**src/rtl/memory_stage.sv**
```systemverilog
// MEM stage: EX/MEM register, req/ack data-memory access FSM, branch resolution, MEM/WB register.
// Optional MEM_MISALIGN_TRAP_EN adds misalign_fault and blocks non-word-aligned accesses.
module memory_stage #(
  parameter int ADDR_W = 10,
  parameter int PC_W   = 7
) (
  input  logic              clk,
  input  logic              rst_n,
  input  logic              in_valid,
  input  logic              branch,
  input  logic              mem_read,
  input  logic              mem_write,
  input  logic              reg_write,
  input  logic              mem_to_reg,
  input  logic [PC_W-1:0]   branch_pc,
  input  logic              zero,
  input  logic [31:0]       alu_result,
  input  logic [31:0]       data2_out,
  input  logic [4:0]        dst,
  output logic              stall,
  output logic              pc_src,
  output logic [PC_W-1:0]   branch_target,
  output logic              dmem_req,
  output logic              dmem_we,
  output logic [ADDR_W-1:0] dmem_addr,
  output logic [31:0]       dmem_wdata,
  input  logic              dmem_ack,
  input  logic [31:0]       dmem_rdata,
  output logic              wb_valid,
  output logic              wb_reg_write,
  output logic              wb_mem_to_reg,
  output logic [31:0]       wb_read_data,
  output logic [31:0]       wb_alu_result,
  output logic [4:0]        wb_dst
`ifdef MEM_MISALIGN_TRAP_EN
  ,
  output logic              misalign_fault
`endif
);

  typedef enum logic {IDLE, ACCESS} state_e;

  state_e            state_q, state_d;
  logic              em_valid_q, em_branch_q, em_mem_read_q, em_mem_write_q;
  logic              em_reg_write_q, em_mem_to_reg_q, em_zero_q;
  logic [PC_W-1:0]   em_branch_pc_q;
  logic [31:0]       em_alu_result_q, em_data2_q;
  logic [4:0]        em_dst_q;
  logic              wb_valid_q, wb_reg_write_q, wb_mem_to_reg_q;
  logic [31:0]       wb_read_data_q, wb_alu_result_q;
  logic [4:0]        wb_dst_q;

  logic new_valid, new_access, new_aligned;
  logic em_move, em_misaligned;

`ifdef MEM_MISALIGN_TRAP_EN
  logic misalign_q;
  assign new_aligned   = (alu_result[1:0] == 2'b00);
  assign em_misaligned = (em_mem_read_q | em_mem_write_q) & (em_alu_result_q[1:0] != 2'b00);

  always_ff @(posedge clk or negedge rst_n) begin
    if (!rst_n) misalign_q <= 1'b0;
    else        misalign_q <= em_move & em_misaligned;
  end
  assign misalign_fault = misalign_q;
`else
  assign new_aligned   = 1'b1;
  assign em_misaligned = 1'b0;
`endif

  assign stall         = (state_q == ACCESS) & ~dmem_ack;
  assign pc_src        = em_valid_q & em_branch_q & em_zero_q & (state_q == IDLE);
  assign branch_target = em_branch_pc_q;

  // A taken branch squashes whatever EX presents during its pc_src cycle.
  assign new_valid  = in_valid & ~pc_src;
  assign new_access = new_valid & (mem_read | mem_write) & new_aligned;

  // A valid entry leaves EX/MEM when idle (non-memory or trapped) or on its ack edge.
  assign em_move = em_valid_q & ((state_q == IDLE) | dmem_ack);

  // NOTE: every always_comb output gets a default first, so no path can infer a latch.
  always_comb begin
    state_d = state_q;
    if (!stall) state_d = new_access ? ACCESS : IDLE;
  end

  // NOTE: sequential state uses non-blocking assignments so all registers update from pre-edge values.
  always_ff @(posedge clk or negedge rst_n) begin
    if (!rst_n) begin
      state_q         <= IDLE;
      em_valid_q      <= 1'b0;
      em_branch_q     <= 1'b0;
      em_mem_read_q   <= 1'b0;
      em_mem_write_q  <= 1'b0;
      em_reg_write_q  <= 1'b0;
      em_mem_to_reg_q <= 1'b0;
      em_zero_q       <= 1'b0;
      em_branch_pc_q  <= '0;
      em_alu_result_q <= '0;
      em_data2_q      <= '0;
      em_dst_q        <= '0;
    end else begin
      state_q <= state_d;
      if (!stall) begin
        em_valid_q      <= new_valid;
        em_branch_q     <= branch;
        em_mem_read_q   <= mem_read;
        em_mem_write_q  <= mem_write;
        em_reg_write_q  <= reg_write;
        em_mem_to_reg_q <= mem_to_reg;
        em_zero_q       <= zero;
        em_branch_pc_q  <= branch_pc;
        em_alu_result_q <= alu_result;
        em_data2_q      <= data2_out;
        em_dst_q        <= dst;
      end
    end
  end

  always_ff @(posedge clk or negedge rst_n) begin
    if (!rst_n) begin
      wb_valid_q      <= 1'b0;
      wb_reg_write_q  <= 1'b0;
      wb_mem_to_reg_q <= 1'b0;
      wb_read_data_q  <= '0;
      wb_alu_result_q <= '0;
      wb_dst_q        <= '0;
    end else begin
      wb_valid_q     <= em_move;
      wb_reg_write_q <= em_move & em_reg_write_q & ~em_misaligned;
      if (em_move) begin
        wb_mem_to_reg_q <= em_mem_to_reg_q;
        wb_alu_result_q <= em_alu_result_q;
        wb_dst_q        <= em_dst_q;
        // Read+write together behaves as a store, so only a pure load returns data.
        wb_read_data_q  <= (state_q == ACCESS && em_mem_read_q && !em_mem_write_q) ? dmem_rdata : 32'h0;
      end
    end
  end

  // Request lines come straight from registers and so cannot change until the ack edge.
  assign dmem_req   = (state_q == ACCESS);
  assign dmem_we    = em_mem_write_q;
  assign dmem_addr  = em_alu_result_q[ADDR_W+1:2];
  assign dmem_wdata = em_data2_q;

  assign wb_valid      = wb_valid_q;
  assign wb_reg_write  = wb_reg_write_q;
  assign wb_mem_to_reg = wb_mem_to_reg_q;
  assign wb_read_data  = wb_read_data_q;
  assign wb_alu_result = wb_alu_result_q;
  assign wb_dst        = wb_dst_q;

endmodule

```
**config.mk**
```make
export PLATFORM = sky130hd
export DESIGN_NAME = memory_stage
export DESIGN_NICKNAME = d
export VERILOG_FILES = /design/src/rtl/memory_stage.sv
export SDC_FILE = /design/constraint.sdc
export NUM_CORES = 1
export LEC_CHECK = 0
export BUFFER_PORTS_ARGS = -buffer_cell sky130_fd_sc_hd__buf_4
export CORE_AREA = 8 8 144 146
export DETAILED_ROUTE_END_ITERATION = 12
export DIE_AREA = 0 0 152 154
export PLACE_DENSITY = 0.58
export SETUP_SLACK_MARGIN = 0.4
export SLEW_MARGIN = 20
export SYNTH_ARGS = -nofsm -noshare
export SYNTH_HDL_FRONTEND = slang
export SYNTH_SLANG_ARGS = --single-unit
```
**constraint.sdc**
```tcl
create_clock -name clk -period 3.6 [get_ports clk]
set_input_delay 0.36 -clock clk [delete_from_list [all_inputs] [get_ports clk]]
set_output_delay 0.36 -clock clk [all_outputs]
set_load 0.05 [all_outputs]
```
==> summary.txt, run 1 <==
Run status
  • Outcome: completed

Setup path
  • CP Max Fanout: 36
  • WP buf/inv: 2
  • Cell type group with the largest total delay on the critical path: buffers and inverters
  • Stage delay of the slowest cell on the critical path: 0.53 ns
  • Kind of start point of the critical path: flip-flop
  • Critical-path cell with the highest stage delay: sky130_fd_sc_hd__inv_2
  • Critical Path Sink Type: output port
  • Req. time, crit path: 3.24 ns
  • Crit path DAT: 2.00 ns
  • Kind of critical path: flip-flop to output port
  • List of cells traversed by the critical path: nand2b_4 -> inv_2 -> buf_4

Synth
  • Part of the Yosys area used for sequential elements: 65.2%
  • Yosys warning total: 0
  • Post-synth design cell area: 0.00599 mm2
  • Post-synthesis instance total: 525
  • Mean post-synth cell area: 11.4 um2
  • Total nets after synthesis: 643
  • Distinct cells, synth: 18
  • Flip-flop and latch count after synthesis: 156

Power
  • Max rail drop VDD: 0.320 mV
  • Leakage Power: 4.50 nW
  • PwrDens: 659 mW/mm2
  • Overall power: 5.57 mW

Global route
  • Largest net degree at the start of global routing: 84
  • Remaining Overflow, GRT: 0
  • Via count of the first global-routing pass: 4712
  • Total Routing Usage GR: 13.7%
  • Wire length of the first global-routing pass: 25700 um
  • Antenna violations before repair: 0

Placed design
  • # placed instances: 965
  • Worst slack after detailed placement: 1.33 ns
  • GPL Wtd Cong: 0.729
  • Standard cell area after detailed placement: 0.00786 mm2
  • Post-detail-place hpwl: 11800 um
  • Port Buffers: 242

Clocking
  • Clk Latency, worst-skew pair: 0.41 ns
  • Post-CTS Repair Setup Buffers: 0
  • Clock tree from TritonCTS: done
  • CTS HTree Levels: 4
  • # clock sinks: 156
  • PostCTS Resize Cnt: 0
  • Clock root buffer: sky130_fd_sc_hd__clkbuf_16
  • Clock input transition at the sequential cells of the worst setup and hold paths: 0.06 ns
  • Number of buffers inserted for hold repair after clock tree synthesis: 1
  • Num CTS Buffers: 17
  • Clock Path Buffers: 2

Min path
  • Worst hold-check path type: input port to flip-flop

STA
  • Setup skew after layout: 0.00850 ns
  • FMAX: 424 MHz
  • Actual transition at the worst max-transition pin: 0.678 ns
  • Number of pins exceeding their max-slew limit in the final report: 0
  • Headroom to the max-slew limit: 54.8%
  • Minimum clock period after layout: 2.36 ns
  • Final hold violation count: 0
  • Final-layout worst hold slack: 0.147 ns
  • Worst Slack Setup Final: 1.24 ns
  • Total Neg Setup Slack: 0 ns
  • RSZ-0062 raised after global routing: false
  • Final number of setup-violating endpoints: 0
  • Period utilization: 65.4%

Final layout
  • Multi-input logic area: 0.00180 mm2
  • Sequential cell area: 0.00390 mm2
  • Area growth, synth to finish: 41.2%
  • Share of final-layout standard cells stronger than drive strength 1: 45.4%
  • Post-route cell area: 0.00846 mm2
  • Filler cells: 1740
  • Most frequent standard cell in the layout excluding fill and tap cells: sky130_fd_sc_hd__nand2_1
  • Finished Layout Cells: 996
  • Fin nets: 870
  • # diodes: 0
  • Final cell utilization of the core: 45.8%
  • Most frequent cells in the layout: sky130_fd_sc_hd__nand2_1 (247), sky130_fd_sc_hd__buf_4 (243), sky130_fd_sc_hd__dfrtp_1 (156)

Die
  • Die outline width: 152 um
  • Rows: 50
  • Placeable core region: 0.0185 mm2
  • Starting density of the core: 32.4%
  • Die area: 0.0234 mm2
  • Io pins: 243
  • Height of the chip: 154 um

Routing
  • Antenna violation net count after detailed routing: 0
  • DRC violation total after the first TritonRoute iteration: 123
  • Ratio of routed vias to standard cells: 4.44
  • Wire length per cell: 16.1 um
  • Total DRC errors in the routed layout: 0
  • Total via count after detailed routing: 4423
  • Number of optimization iterations in the first detailed-route pass: 4
  • DRT Wirelength: 16000 um

Job
  • Max-Cap Viols: 0
[cell families after synthesis]
kind of cell | Yosys count | synth area share [%]
and+or+nand+nor | 254 | 16.6
buffers and inverters | 42 | 4.95
muxes | 38 | 7.71
AOI/OAI and AO/OA | 35 | 5.56
DFF | 156 | 65.2
[cells in the mapped netlist]
master / n / area share (%)
sky130_fd_sc_hd__nand2_1: 247 / 15
sky130_fd_sc_hd__dfrtp_1: 156 / 65
sky130_fd_sc_hd__a22o_2: 30 / 5.0
sky130_fd_sc_hd__mux2_2: 29 / 5.5
sky130_fd_sc_hd__buf_4: 16 / 2.0
sky130_fd_sc_hd__buf_2: 13 / 1.1
sky130_fd_sc_hd__mux2_4: 9 / 2.3
sky130_fd_sc_hd__buf_6: 8 / 1.5
sky130_fd_sc_hd__o21ai_0: 3 / 0.25
sky130_fd_sc_hd__a22o_1: 2 / 0.29
sky130_fd_sc_hd__clkbuf_1: 2 / 0.13
sky130_fd_sc_hd__inv_1: 2 / 0.13
sky130_fd_sc_hd__nand2b_1: 2 / 0.21
sky130_fd_sc_hd__nor2_1: 2 / 0.13
sky130_fd_sc_hd__and4b_1: 1 / 0.17
sky130_fd_sc_hd__inv_4: 1 / 0.10
sky130_fd_sc_hd__nand2_8: 1 / 0.33
sky130_fd_sc_hd__nor3_4: 1 / 0.27
[worst paths after layout]
kind,startpoint,slack (ns),endpoint,cells after the start
min,data2_out[10],0.15,dmem_wdata[10],3
max in group asynchronous,rst_n,2.14,em_alu_result_q[20],3
min in group asynchronous,rst_n,0.52,wb_read_data[24],2
min reg2reg,em_alu_result_q[16],0.46,em_alu_result_q[16],2
max,dmem_req,1.24,stall,3
max reg2reg,dmem_req,1.46,branch_target[2],5
[per-layer routing]
| layer | wire length (um) | GRT usage [%] |
|---|---|---|
| met5 | 0 | 0 |
| met2 | 7700 | 22.6 |
| met3 | 1210 | 6.08 |
| met1 | 7030 | 16.1 |
| met4 | 102 | 3.28 |
[report_power, final]
part / switching, mW / internal [mW]
Combinational: 1.13 / 0.549
Clock: 0.652 / 1.09
Sequential: 0.146 / 2.01
Total: 1.93 / 3.65
[layout make-up]
class	instances	share of cell area, %
Clock buffer	20	5.28
Clock inverter	9	1.45
Inverter	3	0.163
Multi-Input combinational cell	327	21.2
Sequential cell	156	46.2
Tap cell	234	3.46
Timing Repair Buffer	247	22.2
[tightest hold or removal path, cell delays in order]
cell and delay [ns]:
sky130_fd_sc_hd__buf_4 0.07, sky130_fd_sc_hd__nand2_1 0.04, sky130_fd_sc_hd__nand2_1 0.05
Note: power is estimated with default switching activity, not from simulation.
==> run 2, diff against run 1 <==
--- a/config.mk
+++ b/config.mk
@@ -5,11 +5,12 @@
 export SDC_FILE = /design/constraint.sdc
 export NUM_CORES = 1
 export LEC_CHECK = 0
+export ABC_AREA = 1
 export BUFFER_PORTS_ARGS = -buffer_cell sky130_fd_sc_hd__buf_4
-export CORE_AREA = 8 8 144 146
+export CORE_AREA = 8 8 146 148
 export DETAILED_ROUTE_END_ITERATION = 12
-export DIE_AREA = 0 0 152 154
-export PLACE_DENSITY = 0.58
+export DIE_AREA = 0 0 154 156
+export PLACE_DENSITY = 0.59
 export SETUP_SLACK_MARGIN = 0.4
 export SLEW_MARGIN = 20
 export SYNTH_ARGS = -nofsm -noshare
==> constraint.sdc (replaced) <==
create_clock -name clk -period 2.08 [get_ports clk]
set_input_delay 0.208 -clock clk [delete_from_list [all_inputs] [get_ports clk]]
set_output_delay 0.208 -clock clk [all_outputs]
set_load 0.05 [all_outputs]
==> run 2 against run 1 <==
  * Sequential power rose by 72%
  * Wire length rose by 15%
  * Hold slack got worse by 0.13 ns
  * First-iteration DRC count rose by 94%
  * Clock skew fell by 0.00062 ns
  * Flip-flop and latch count did not move
  * Non-clock buffer count rose by 71
  * Combinational power rose by 77%
  * Register-to-register slack got worse by 0.94 ns
  * Utilization rose by 3.1 points
  * Synthesized cell count rose by 23%
  * Critical path type unchanged
==> summary.txt, run 2 <==
Run status
  • Outcome: completed

Synth
  • Total nets after synthesis: 762 (+19%)
  • Area share of the largest cell type after synthesis: 63.7% (-1.5 points)
  • Flip-flop and latch count after synthesis: 156 (unchanged)
  • Distinct cells, synth: 17 (-1)
  • Most common cell in the netlist: sky130_fd_sc_hd__nand2_1
  • Yosys warning total: 0 (unchanged)
  • Mean post-synth cell area: 9.51 um2 (-17%)
  • Post-synthesis cell type with the largest combined area: sky130_fd_sc_hd__dfrtp_1
  • EDFF count, synth: 0 (unchanged)
  • Post-synthesis instance total: 644 (+23%)
  • Most area-consuming cells after synthesis: sky130_fd_sc_hd__dfrtp_1 (64%), sky130_fd_sc_hd__nand2_1 (15%), sky130_fd_sc_hd__o21ai_0 (5.7%)
  • Part of the Yosys area used for sequential elements: 63.7% (-1.5 points)
  • Most numerous cell types in the synthesized netlist: sky130_fd_sc_hd__nand2_1 (239), sky130_fd_sc_hd__dfrtp_1 (156), sky130_fd_sc_hd__o21ai_0 (70), sky130_fd_sc_hd__inv_1 (45), sky130_fd_sc_hd__o21ai_1 (41)
  • Post-synth top flop: sky130_fd_sc_hd__dfrtp_1
  • Proportion of register bits with asynchronous set or reset after synthesis: 100% (unchanged)
  • Post-synth design cell area: 0.00612 mm2 (+2.3%)

Routing
  • Total via count after detailed routing: 5284 (+19%)
  • Total DRC errors in the routed layout: 0 (unchanged)
  • Wire length per cell: 15.7 um (-2.5%)
  • Antenna violation net count after detailed routing: 0 (unchanged)
  • DRT Wirelength: 18500 um (+15%)
  • Ratio of routed vias to standard cells: 4.48 (+0.92%)
  • Number of optimization iterations in the first detailed-route pass: 4 (unchanged)
  • DRC violation total after the first TritonRoute iteration: 239 (+94%)

Die
  • Placeable core region: 0.0191 mm2 (+3.4%)
  • Io pins: 243 (unchanged)
  • Height of the chip: 156 um (+1.3%)
  • Die area: 0.0240 mm2 (+2.6%)
  • Rows: 51 (+2.0%)
  • Die outline width: 154 um (+1.3%)
  • Starting density of the core: 32.1% (-0.35 points)

STA
  • Final number of setup-violating endpoints: 0 (unchanged)
  • Period utilization: 78.7%
  • Total Neg Setup Slack: 0 ns (unchanged)
  • RSZ-0062 raised after global routing: true
  • Headroom to the max-slew limit: 66.3% (+11 points)
  • Minimum clock period after layout: 1.64 ns
  • Number of pins exceeding their max-slew limit in the final report: 0 (unchanged)
  • Worst Slack Setup Final: 0.443 ns (-0.801 ns)
  • Final hold violation count: 0 (unchanged)
  • FMAX: 611 MHz
  • Setup skew after layout: 0.00789 ns (-0.000617 ns)
  • Actual transition at the worst max-transition pin: 0.506 ns (-0.172 ns)

Power
  • Pint: 6.20 mW (+70%)
  • Max rail drop VDD: 0.510 mV (+59%)
  • Switching power of the nets: 3.53 mW (+83%)
  • PwrDens: 1040 mW/mm2 (+58%)
  • Leakage Power: 4.82 nW (+6.9%)
  • Proportion of power drawn by flip-flops and latches: 38.0% (-0.6 points)
  • Switching share of power: 36.3% (+1.7 points)
  • Clock Power Share: 31.4% (about the same)
  • Overall power: 9.72 mW (+74%)
  • Comb pwr share: 30.7% (+0.6 points)

Clocking
  • Clock input transition at the sequential cells of the worst setup and hold paths: 0.06 ns (about the same)
  • CTS HTree Levels: 4 (unchanged)
  • Clock Path Buffers: 2 (unchanged)
  • Clock root buffer: sky130_fd_sc_hd__clkbuf_16
  • Clk Latency, worst-skew pair: 0.41 ns (about the same)
  • # clock sinks: 156 (unchanged)
  • Num CTS Buffers: 17 (unchanged)
  • Clock tree from TritonCTS: done

Global route
  • Largest net degree at the start of global routing: 65 (-23%)
  • Remaining Overflow, GRT: 0 (unchanged)
  • Wire length of the first global-routing pass: 29600 um (+15%)
  • Antenna violations before repair: 0 (unchanged)
  • Via count of the first global-routing pass: 5303 (+13%)
  • Total Routing Usage GR: 15.6% (+1.9 points)

Setup path
  • Req. time, crit path: 1.87 ns (-1.37 ns)
  • Critical Path Sink Type: output port
  • Crit path DAT: 1.43 ns (-0.57 ns)
  • CP Max Fanout: 31 (-14%)
  • Kind of start point of the critical path: flip-flop
  • R2r setup slk: 0.52 ns (-0.94 ns)
  • Kind of critical path: flip-flop to output port
  • R2R depth: 5 (unchanged)

Final layout
  • Fin nets: 1046 (+20%)
  • Area growth, synth to finish: 52.3%
  • Most frequent standard cell in the layout excluding fill and tap cells: sky130_fd_sc_hd__buf_4
  • Post-route cell area: 0.00933 mm2 (+10%)
  • Most frequent cells in the layout: sky130_fd_sc_hd__buf_4 (249), sky130_fd_sc_hd__nand2_1 (238), sky130_fd_sc_hd__dfrtp_1 (155)
  • # diodes: 0 (unchanged)
  • Share of final-layout standard cells stronger than drive strength 1: 31.7% (-14 points)
  • Finished Layout Cells: 1179 (+18%)

Placed design
  • Port Buffers: 242 (unchanged)
  • # placed instances: 1084 (+12%)
  • Post-detail-place hpwl: 12600 um (+6.9%)
  • Standard cell area after detailed placement: 0.00806 mm2 (+2.6%)
  • GPL Wtd Cong: 0.723 (-0.89%)
  • Worst slack after detailed placement: 0.511 ns (-0.818 ns)

Min path
  • Hold depth: 3 (unchanged)
  • Worst hold-check path type: input port to flip-flop

Job
  • Max-Cap Viols: 0 (unchanged)
[run 2: stage by stage]
stage,hold slack (ns),util [%]
final,0.0175,48.9
after global routing,0.00236,48.9
after CTS,0.0000246,48.8
after detailed placement,0.153,42.3
after global placement,0.154,42.3
after floorplan,-0.0876,-
[run 2: final cells by class]
| cell class | count | area [um2] |
|---|---|---|
| clock buffers | 19 | 443 |
| clock inverters | 13 | 136 |
| fillers | 1809 | 9750 |
| inverters | 46 | 180 |
| multi-input cells | 389 | 1720 |
| flip-flops and latches | 156 | 3910 |
| well taps | 238 | 298 |
| repair buffers | 318 | 2650 |
[run 2: worst paths after layout]
kind / from / to
max: dmem_req / stall
min: alu_result[31] / em_alu_result_q[31]
max reg2reg: dmem_req / wb_dst[3]
min reg2reg: dmem_wdata[16] / dmem_wdata[16]
max in group asynchronous: rst_n / dmem_req
min in group asynchronous: rst_n / em_alu_result_q[31]
[run 2: per-layer routing]
metal | vias to the layer above | share of wire [%] | track usage (%)
met5 | - | 0 | 0
met4 | 0 | 2.1 | 6.11
li1 | 2614 | - | -
met1 | 2485 | 43 | 19.0
met3 | 22 | 6.9 | 5.43
met2 | 163 | 48 | 25.0
[run 2: worst max-delay path: stages, from the launching register on]
cell and delay (ns):
sky130_fd_sc_hd__dfrtp_2 0.45, sky130_fd_sc_hd__nand2_8 0.18, sky130_fd_sc_hd__inv_8 0.16, sky130_fd_sc_hd__buf_4 0.22
[run 2: repair_timing]
action / in CTS / in global routing
buffers inserted: 3 / 0
hold buffers: 58 / 1
endpoints found under the setup margin: 3 / 30
gates cloned: 1 / 0
endpoints found under the hold margin: 93 / 1
pin swaps: 0 / 1
gates resized for setup: 8 / 6
[run 2: power groups by stage]
stage / sequential (mW) / clock, mW / combinational [mW]
2_1_floorplan: 4.87 / 0 / 0.724
3_3_place_gp: 3.74 / 0 / 2.86
3_5_place_dp: 3.74 / 0 / 2.88
4_1_cts: 3.70 / 3.16 / 3.01
5_1_grt: 3.75 / 3.30 / 3.18
6_report: 3.69 / 3.05 / 2.98
[run 2: cell families (layout without fill, tap and decap cells)]
| family | Yosys count | in the layout | share of synthesized area [%] |
|---|---|---|---|
| simple gates | 278 | 278 | 18.8 |
| flops | 156 | 156 | 63.7 |
| compound gates | 111 | 111 | 9.07 |
| buf+inv | 99 | 396 | 8.38 |
==> run 3, diff against run 2 <==
--- a/config.mk
+++ b/config.mk
@@ -5,12 +5,12 @@
 export SDC_FILE = /design/constraint.sdc
 export NUM_CORES = 1
 export LEC_CHECK = 0
-export ABC_AREA = 1
+export ABC_AREA = 0
 export BUFFER_PORTS_ARGS = -buffer_cell sky130_fd_sc_hd__buf_4
-export CORE_AREA = 8 8 146 148
+export CORE_AREA = 8 8 144 146
 export DETAILED_ROUTE_END_ITERATION = 12
-export DIE_AREA = 0 0 154 156
-export PLACE_DENSITY = 0.59
+export DIE_AREA = 0 0 152 154
+export PLACE_DENSITY = 0.6
 export SETUP_SLACK_MARGIN = 0.4
 export SLEW_MARGIN = 20
 export SYNTH_ARGS = -nofsm -noshare
==> constraint.sdc (replaced) <==
create_clock -name clk -period 1.5 [get_ports clk]
set_input_delay 0.15 -clock clk [delete_from_list [all_inputs] [get_ports clk]]
set_output_delay 0.15 -clock clk [all_outputs]
set_load 0.05 [all_outputs]
==> run 3 against run 2 <==
  * Global-route usage grew 2.4 points
  * Non-clock buffer count grew 173
  * Flip-flop and latch count is the same
  * Largest power group is now combinational logic
  * Hold slack gained 0.040 ns
  * Combinational power grew 110%
  * First-iteration DRC count shrank 37%
  * Clock skew is essentially flat
  * Cell count grew 5.5%
  * Critical path type is now flip-flop to flip-flop
  * Wire length grew 28%
  * Via count grew 5.7%
==> summary.txt, run 3 (synthesis results as in run 1) <==
Die
  • Rows: 50 (-2.0%)
  • Height of the chip: 154 um (-1.3%)
  • Io pins: 243 (unchanged)
  • Die outline width: 152 um (-1.3%)
  • Die area: 0.0234 mm2 (-2.6%)
  • Placeable core region: 0.0185 mm2 (-3.3%)
  • Starting density of the core: 32.4% (+0.35 points)

Routing
  • Wire length per cell: 19.0 um (+21%)
  • Total DRC errors in the routed layout: 0 (unchanged)
  • Antenna violation net count after detailed routing: 0 (unchanged)
  • Number of optimization iterations in the first detailed-route pass: 4 (unchanged)
  • DRC violation total after the first TritonRoute iteration: 151 (-37%)
  • Ratio of routed vias to standard cells: 4.49 (+0.21%)
  • Total via count after detailed routing: 5587 (+5.7%)
  • DRT Wirelength: 23700 um (+28%)

Setup path
  • List of cells traversed by the critical path: nand2b_4 -> buf_6 -> buf_6 -> buf_12 -> buf_12 -> buf_12 -> buf_16 -> nand2_2 -> nand2_1
  • Critical path depth in cells: 9 (+6)
  • Cell type group with the largest total delay on the critical path: buffers and inverters
  • WP buf/inv: 6 (+4)
  • Critical Path Sink Type: flip-flop
  • Most frequent cell on the critical path: sky130_fd_sc_hd__buf_12
  • Req. time, crit path: 1.80 ns (-0.07 ns)
  • Kind of critical path: flip-flop to flip-flop
  • Kind of start point of the critical path: flip-flop
  • Crit path DAT: 1.80 ns (+0.37 ns)
  • Stage delay of the slowest cell on the critical path: 0.41 ns (-0.04 ns)
  • Critical-path cell with the highest stage delay: sky130_fd_sc_hd__dfrtp_2
  • CP Max Fanout: 5 (-84%)
  • R2R depth: 9 (+4)

Clocking
  • Num CTS Buffers: 17 (unchanged)
  • Clock tree from TritonCTS: done
  • Clk Latency, worst-skew pair: 0.41 ns (about the same)
  • # clock sinks: 156 (unchanged)
  • Clock root buffer: sky130_fd_sc_hd__clkbuf_16
  • CTS HTree Levels: 4 (unchanged)
  • Clock input transition at the sequential cells of the worst setup and hold paths: 0.06 ns (about the same)
  • Clock Path Buffers: 2 (unchanged)

Power
  • PwrDens: 1240 mW/mm2 (+19%)
  • Max rail drop VDD: 0.972 mV (+91%)
  • Leakage Power: 6.40 nW (+33%)

Placed design
  • # placed instances: 977 (-9.9%)
  • Post-detail-place hpwl: 11700 um (-7.3%)
  • GPL Wtd Cong: 0.711 (-1.6%)
  • Port Buffers: 242 (unchanged)
  • Worst slack after detailed placement: 0.118 ns (-0.393 ns)

STA
  • Final number of setup-violating endpoints: 0 (unchanged)
  • FMAX: 669 MHz
  • Actual transition at the worst max-transition pin: 0.373 ns (-0.132 ns)
  • Worst Slack Setup Final: 0.00498 ns (-0.438 ns)
  • Period utilization: 99.7%
  • Headroom to the max-slew limit: 75.1% (+8.8 points)
  • Minimum clock period after layout: 1.50 ns
  • Number of pins exceeding their max-slew limit in the final report: 0 (unchanged)
  • RSZ-0062 raised after global routing: true
  • Final hold violation count: 0 (unchanged)
  • Total Neg Setup Slack: 0 ns (unchanged)
  • Setup skew after layout: 0.00747 ns (-0.000418 ns)

Job
  • Max-Cap Viols: 0 (unchanged)

Global route
  • Via count of the first global-routing pass: 5896 (+11%)
  • Total Routing Usage GR: 18.0% (+2.4 points)
  • Remaining Overflow, GRT: 0 (unchanged)
  • Largest net degree at the start of global routing: 69 (+6.2%)
  • Wire length of the first global-routing pass: 33200 um (+12%)
  • Antenna violations before repair: 1 (+1)

Final layout
  • Finished Layout Cells: 1244 (+5.5%)
  • Area growth, synth to finish: 110%
  • Fin nets: 1115 (+6.6%)
  • Most frequent cells in the layout: sky130_fd_sc_hd__buf_4 (199), sky130_fd_sc_hd__dfrtp_1 (153), sky130_fd_sc_hd__buf_6 (131)
  • Share of final-layout standard cells stronger than drive strength 1: 60.3% (+29 points)
  • Most frequent standard cell in the layout excluding fill and tap cells: sky130_fd_sc_hd__buf_4

Min path
  • Worst hold-check path type: input port to flip-flop
  • Hold depth: 3 (unchanged)

Run status
  • Outcome: completed
-- run 3: cell count changes in the layout (fill, tap and decap cells not counted), sizes merged, moves of 38 or more --
cell,change
o21ai,-108
buf,+113
dlygate4sd3,+56
mux2,+38
inv,-46
-- run 3: worst paths after layout --
| path | startpoint | end | slack [ns] |
|---|---|---|---|
| min reg2reg | em_dst_q[1] | em_dst_q[1] | 0.47 |
| max | dmem_req | dmem_wdata[28] | 0.005 |
| max in group asynchronous | rst_n | wb_alu_result[28] | 0.73 |
| min in group asynchronous | rst_n | em_alu_result_q[4] | 0.21 |
| min | in_valid | dmem_req | 0.06 |
| max reg2reg | dmem_req | dmem_wdata[28] | 0.005 |
-- run 3: worst reg2reg max path, stage by stage, from the launching register on --
cell and delay, ns:
sky130_fd_sc_hd__dfrtp_2 0.41, sky130_fd_sc_hd__nand2b_4 0.08, sky130_fd_sc_hd__buf_6 0.13, sky130_fd_sc_hd__buf_6 0.11
sky130_fd_sc_hd__buf_12 0.13, sky130_fd_sc_hd__buf_12 0.15, sky130_fd_sc_hd__buf_12 0.12, sky130_fd_sc_hd__buf_16 0.14
sky130_fd_sc_hd__nand2_2 0.05, sky130_fd_sc_hd__nand2_1 0.05
-- run 3: metal layers --
metal  vias to the layer above  GRT usage, %  wire length [um]
met4                         0          6.71               540
li1                       2627             -                 -
met2                       185          31.2             12400
met5                         -             0                 0
met1                      2736          20.6              9480
met3                        39          5.55              1290
-- run 3: through the flow --
| step | total power, mW | hold slack (ns) | util (%) | cell area (um2) |
|---|---|---|---|---|
| final | 15.6 | 0.0579 | 68.0 | 12600 |
| after global routing | 16.2 | 0.0608 | 68.0 | 12600 |
| after CTS | 15.0 | 0.0324 | 62.4 | 11500 |
| after detailed placement | 9.41 | 0.0799 | 43.6 | 8060 |
| after global placement | 9.37 | 0.0850 | 43.6 | 8060 |
| after floorplan | 7.96 | -0.146 | - | 6080 |
-- run 3: timing repair --
item / in CTS / in global routing
resized for setup: 264 / 126
buffers inserted: 45 / 51
hold endpoints to repair: 232 / 0
setup endpoints to repair: 266 / 281
gates cloned: 17 / 7
pin swaps: 134 / 38
hold buffers: 115 / 0
-- run 3: final cells by class --
class | count | area (um2)
Fill cell | 1266 | 5900
Multi-Input combinational cell | 327 | 2580
Tap cell | 234 | 293
Antenna cell | 1 | 2.50
Timing Repair Buffer | 491 | 5190
Timing Repair inverter | 1 | 16.3
Inverter | 3 | 26.3
Clock buffer | 20 | 457
Sequential cell | 156 | 3910
Clock inverter | 11 | 93.8
-- run 3: power by group --
group,switching [mW],total [mW],internal [mW]
registers,0.458,5.28,4.82
clock network,1.75,4.10,2.35
logic,3.29,6.20,2.90
total,5.50,15.6,10.1
